==> config.mk <==
export PLATFORM = sky130hd
export DESIGN_NAME = irq_ctrl
export DESIGN_NICKNAME = d
export VERILOG_FILES = /design/src/rtl/irq_ctrl.sv
export SDC_FILE = /design/constraint.sdc
export NUM_CORES = 1
export LEC_CHECK = 0
export CORE_ASPECT_RATIO = 1.25
export CORE_MARGIN = 1
export CORE_UTILIZATION = 42
export CTS_CLUSTER_DIAMETER = 50
export DETAILED_ROUTE_END_ITERATION = 12
export PLACE_DENSITY = 0.89
export SETUP_SLACK_MARGIN = 0.3
export SKIP_CTS_REPAIR_TIMING = 1
export SYNTH_ARGS = -nofsm -noshare
export SYNTH_HDL_FRONTEND = slang
export SYNTH_SLANG_ARGS = --single-unit
==> constraint.sdc <==
create_clock -name clk -period 2.3 [get_ports clk]
set_input_delay 0.46 -clock clk [delete_from_list [all_inputs] [get_ports clk]]
set_output_delay 0.46 -clock clk [all_outputs]
set_load 0.01 [all_outputs]
==> src/rtl/irq_ctrl.sv <==
// Vectored interrupt controller: rising-edge detection, per-source masks with
// a global enable, fixed priority (lowest index wins), and a three-state
// request/acknowledge/service handshake with the CPU.
module irq_ctrl #(
  parameter int NSRC = 4,
  parameter int IDW  = 2
) (
  input  logic            clk,
  input  logic            reset,
  input  logic [NSRC-1:0] irq_src,
  input  logic            wr_en,
  input  logic [1:0]      addr,
  input  logic [31:0]     wr_data,
  output logic [31:0]     rd_data,
  input  logic [31:0]     pc_in,
  output logic            irq_req,
  input  logic            irq_ack,
  input  logic            irq_done,
  output logic [IDW-1:0]  irq_id,
  output logic [31:0]     irq_vector,
  output logic [31:0]     epc,
  output logic            irq_active
);

  typedef enum logic [1:0] {
    IDLE    = 2'd0,
    REQ     = 2'd1,
    SERVICE = 2'd2
  } state_t;

  localparam logic [1:0] A_ENABLE  = 2'd0;
  localparam logic [1:0] A_PENDING = 2'd1;
  localparam logic [1:0] A_VBASE   = 2'd2;
  localparam logic [1:0] A_STATUS  = 2'd3;

  state_t          state;
  state_t          state_next;
  logic [NSRC-1:0] src_prev;
  logic            armed;
  logic [31:0]     enable;
  logic [NSRC-1:0] pending;
  logic [NSRC-1:0] pending_next;
  logic [31:0]     vbase;
  logic [NSRC-1:0] src_edge;
  logic [NSRC-1:0] enable_mask;
  logic [NSRC-1:0] masked;
  logic            gie;
  logic [IDW-1:0]  win_id;
  logic            take;
  logic            ack_take;
  logic [31:0]     status;

  assign gie         = enable[31];
  assign enable_mask = enable[NSRC-1:0];
  assign masked      = pending & enable_mask;

  // Edges are suppressed for the first cycle after reset release so a line
  // already high at release is not mistaken for a new event.
  assign src_edge = armed ? (irq_src & ~src_prev) : '0;

  // Fixed-priority pick: scanning downward lets the lowest set index win.
  always_comb begin
    win_id = '0;
    for (int i = NSRC - 1; i >= 0; i--) begin
      if (masked[i]) begin
        win_id = IDW'(i);
      end
    end
  end

  // Next-state logic for the request/service handshake.
  always_comb begin
    state_next = state;
    take       = 1'b0;
    ack_take   = 1'b0;
    case (state)
      IDLE: begin
        if (gie && (|masked)) begin
          take       = 1'b1;
          state_next = REQ;
        end
      end
      REQ: begin
        if (irq_ack) begin
          ack_take   = 1'b1;
          state_next = SERVICE;
        end else if (!pending[irq_id] || !enable_mask[irq_id] || !gie) begin
          state_next = IDLE;
        end
      end
      SERVICE: begin
        if (irq_done) begin
          state_next = IDLE;
        end
      end
      default: state_next = IDLE;
    endcase
  end

  // Pending update: software clears and acknowledge clear first, then new
  // edges are OR-ed in so a same-cycle edge is never lost.
  always_comb begin
    pending_next = pending;
    if (wr_en && (addr == A_PENDING)) begin
      pending_next = pending_next & ~wr_data[NSRC-1:0];
    end
    if (ack_take) begin
      pending_next[irq_id] = 1'b0;
    end
    pending_next = pending_next | src_edge;
  end

  // State register.
  always_ff @(posedge clk or negedge reset) begin
    if (!reset) begin
      state <= IDLE;
    end else begin
      state <= state_next;
    end
  end

  // Edge history, software registers, latched ID and return pc.
  always_ff @(posedge clk or negedge reset) begin
    if (!reset) begin
      src_prev <= '0;
      armed    <= 1'b0;
      enable   <= '0;
      pending  <= '0;
      vbase    <= '0;
      irq_id   <= '0;
      epc      <= '0;
    end else begin
      src_prev <= irq_src;
      armed    <= 1'b1;
      pending  <= pending_next;
      if (wr_en && (addr == A_ENABLE)) begin
        enable <= wr_data;
      end
      if (wr_en && (addr == A_VBASE)) begin
        vbase <= wr_data;
      end
      if (take) begin
        irq_id <= win_id;
      end
      if (ack_take) begin
        epc <= pc_in;
      end
    end
  end

  assign irq_req    = (state == REQ);
  assign irq_active = (state == SERVICE);
  assign irq_vector = vbase + {{(30 - IDW){1'b0}}, irq_id, 2'b00};

  // Register read mux; STATUS packs the FSM state and current ID.
  always_comb begin
    status             = '0;
    status[9:8]        = state;
    status[IDW-1:0]    = irq_id;
    rd_data            = '0;
    case (addr)
      A_ENABLE:  rd_data = enable;
      A_PENDING: rd_data[NSRC-1:0] = pending;
      A_VBASE:   rd_data = vbase;
      A_STATUS:  rd_data = status;
      default:   rd_data = '0;
    endcase
  end

endmodule

==> results by group <==
Outcome
  – Status: finished with violations
  – Failing checks: negative setup slack

Setup path
  – Worst setup EP type: output pin
  – Critical Path RT: 1.84 ns
  – Worst flop-to-flop path startpoint: enable[31]$_DFFE_PN0P_
  – Worst Path Max Fanout: 6
  – RR Endpoint: irq_id[1]$_DFFE_PN0P_
  – R2R setup slack: 0.77 ns
  – Slowest stage delay, CP: 0.43 ns
  – Crit path DAT: 2.19 ns
  – Worst reg-to-reg path cell count: 3
  – Critical-path top delay cell: dfrtp_1
  – Crit Path Class: reg -> out
  – Setup crit start kind: flip-flop
  – Crit-path cells: ha_4, fa_2, and3_4, and4_4, buf_4, nand3_4, xnor2_2, buf_2

Routing
  – # DRC: 0
  – DRT Pass-1 Iters: 4
  – Detail Route Antenna Nets: 0
  – Routed wire length: 15300 µm
  – DRT iter0 DRCs: 184
  – Vias: 4211
  – Mean routed wirelength per cell: 18.9 µm
  – Via/cell ratio: 5.19

Timing
  – Final number of hold-violating endpoints: 0
  – Tmin final: 2.65 ns
  – Fin Hold WS: 0.104 ns
  – Slew Viols, Final: 0
  – Fmax: 377 MHz
  – Fin crit share: 115%
  – Worst-margin pin slew: 0.568 ns
  – Worst Skew: 0.00400 ns
  – RSZ-0062 raised after global routing: true
  – Max-Slew Margin vs Limit: 61.9%
  – Final setup vio count: 27
  – Worst setup margin: -0.353 ns

Power and ir drop
  – Sw Share: 31.8%
  – Worst-case vdd ir drop: 0.680 mV
  – Leakage power figure: 4.02 nW
  – P_sw: 2.46 mW
  – Clock power frac: 18.6%
  – Combinational group share of total power: 43.9%
  – Flop pwr share: 37.4%
  – Pint: 5.28 mW
  – Power per Cell Area: 933 nW/µm²

Synth
  – Most common cell in the netlist: dfrtp_1
  – Synth Area in XOR/XNOR: 4.65%
  – Syn Std Cell Area: 5280 µm²
  – Mapped Nets: 496
  – Synth Area in Compound Gates: 1.99%
  – Synth Flop Type: dfrtp_1
  – Post-Synth Simple-Gate Area: 10.5%
  – Synth Instances: 418
  – Sequential area share after synthesis: 51.7%
  – Cell variety after synth: 40
  – Main combinational cell family by area after synthesis: multiplexers
  – Number of synthesis warnings: 0
  – Synth top area share: 51.7%
  – Asr flop ratio synth: 100%
  – Post-synth EDFFs: 0
  – Mean Syn Cell Area: 12.6 µm²
  – Top cells by area, synth: dfrtp_1, mux2_2, mux2i_1, xnor2_1, nor2_1
  – Cell accounting for the most synthesized area: dfrtp_1
  – Commonest cells in the netlist: dfrtp_1, mux2_2, nor2_1
  – Mux cell area share after synthesis: 27.5%
  – Flops & latches, synth: 109
  – Post-Synth Adder-Cell Area: 0.854%

Global routing
  – Largest net degree at the start of global routing: 41
  – First-pass GRT wire length: 22600 µm
  – Vias in the first global route: 4597
  – GRT Total Usage: 22.8%
  – Initial antenna violation count: 0
  – Grt total ovfl: 0

Clock tree
  – H-tree depth: 3
  – Clock buffer count from CTS: 9
  – Root Driver: clkbuf_16
  – Number of clock sinks: 109
  – Worst-Skew Late Latency: 0.34 ns
  – CTS tree: built
  – Clock slew at reported path FFs: 0.07 ns
  – Max clock buf depth: 2

Finish
  – Non-Filler Instances: 811
  – Area growth, synth to finish: 57.3%
  – Diode count: 0
  – Nets: 720
  – Layout cells sized above 1: 41.4%

Floorplan
  – Total core area: 12200 µm²
  – Starting Density: 43.2%
  – Die H: 127 µm
  – Ports: 175
  – Die area: 13000 µm²
  – Std cell rows: 45
  – Die width: 102 µm

Hold path
  – Hold WC Path Type: in -> async

Job
  – MaxCap Viol Count: 0

Placed design
  – Pre-CTS setup slack: -0.593 ns
  – Placed insts: 776
  – Gpl congestion: 0.841
  – Hpwl dp: 10700 µm
  – Port Buf Inserts: 174
-- routing by layer --
| metal | global-route usage [%] | up-vias | wire, µm |
|---|---|---|---|
| met1 | 25.6 | 2060 | 5730 |
| met2 | 39.5 | 195 | 8040 |
| met5 | 0 | - | 0 |
| met3 | 7.55 | 27 | 1210 |
| li1 | - | 1929 | - |
| met4 | 8.57 | 0 | 340 |
-- power groups by stage --
stage          sequential, mW  clock [mW]  combinational (mW)
2_1_floorplan            3.04           0                1.28
3_3_place_gp             2.87           0                3.18
3_5_place_dp             2.91           0                3.27
4_1_cts                  2.88        1.49                3.30
5_1_grt                  2.96        1.56                3.64
6_report                 2.90        1.44                3.40
-- state kept, by name (all words and copies together) (netlist names) --
name,cells
irq_id,2
state,2
src_prev,4
armed,1
pending,4
vbase,32
epc,32
enable,32
-- worst max-delay path: cells and delay by family, from the launching register on --
kind	cells	cell delay, ns
adders and majority gates	2	0.54
buffers and inverters	2	0.30
DFF	1	0.43
xor gates and xnor gates	1	0.10
and+or+nand+nor	3	0.49
-- final cells by class --
cell class                      instances  area [µm²]
Clock buffer                           14         264
Clock inverter                          2        16.3
Fill cell                             857        3920
Inverter                                4        15.0
Multi-Input combinational cell        282        2750
Sequential cell                       109        2740
Tap cell                              164         205
Timing Repair Buffer                  236        2310
-- layout by cell type (no fill, tap or decap), drive strengths merged, types with 4 or more instances in the layout --
| master | count |
|---|---|
| inv | 5 |
| dfrtp | 109 |
| xnor2 | 24 |
| buf | 93 |
| nand4 | 11 |
| xor2 | 4 |
| clkdlybuf4s50 | 107 |
| nor2 | 29 |
| o311ai | 4 |
| mux2 | 98 |
| nand2 | 25 |
| nand3b | 5 |
| o21ai | 6 |
| clkbuf | 17 |
| mux2i | 28 |
| and3 | 5 |
| nand3 | 15 |
| dlymetal6s2s | 33 |
-- worst max path at each step --
| stage | from | end | slack [ns] | cells after the start |
|---|---|---|---|---|
| 2_1_floorplan | irq_id[0]$_DFFE_PN0P_ | irq_vector[26] | 0.14 | 7 |
| 3_3_place_gp | vbase[2]$_DFFE_PN0P_ | irq_vector[26] | -0.50 | 7 |
| 3_5_place_dp | vbase[2]$_DFFE_PN0P_ | irq_vector[26] | -0.59 | 7 |
| 4_1_cts | vbase[2]$_DFFE_PN0P_ | irq_vector[26] | -0.97 | 7 |
| 5_1_grt | vbase[3]$_DFFE_PN0P_ | irq_vector[29] | -0.47 | 9 |
| 6_report | vbase[2]$_DFFE_PN0P_ | irq_vector[16] | -0.35 | 8 |
-- per-stage QoR --
stage | utilization (%) | cell area (µm²) | TNS [ns] | power [mW]
floorplan | - | 5420 | 0 | 4.32
global placement | 62.5 | 7640 | -7.60 | 6.05
detailed placement | 62.5 | 7640 | -9.50 | 6.18
CTS | 64.8 | 7920 | -20.33 | 7.67
global route | 67.9 | 8300 | -9.03 | 8.17
finish | 67.9 | 8300 | -6.81 | 7.74
-- cell families (layout without fill, tap and decap cells) --
kind of cell    count (synthesis)  in the layout
compound gates                 16             16
xor+xnor                       28             28
fa+ha+maj                       3              3
buf+inv                        28            256
flops                         109            109
mux                           129            129
other cells                     1              1
simple gates                  104            105
(Power assumes the default switching activity.)
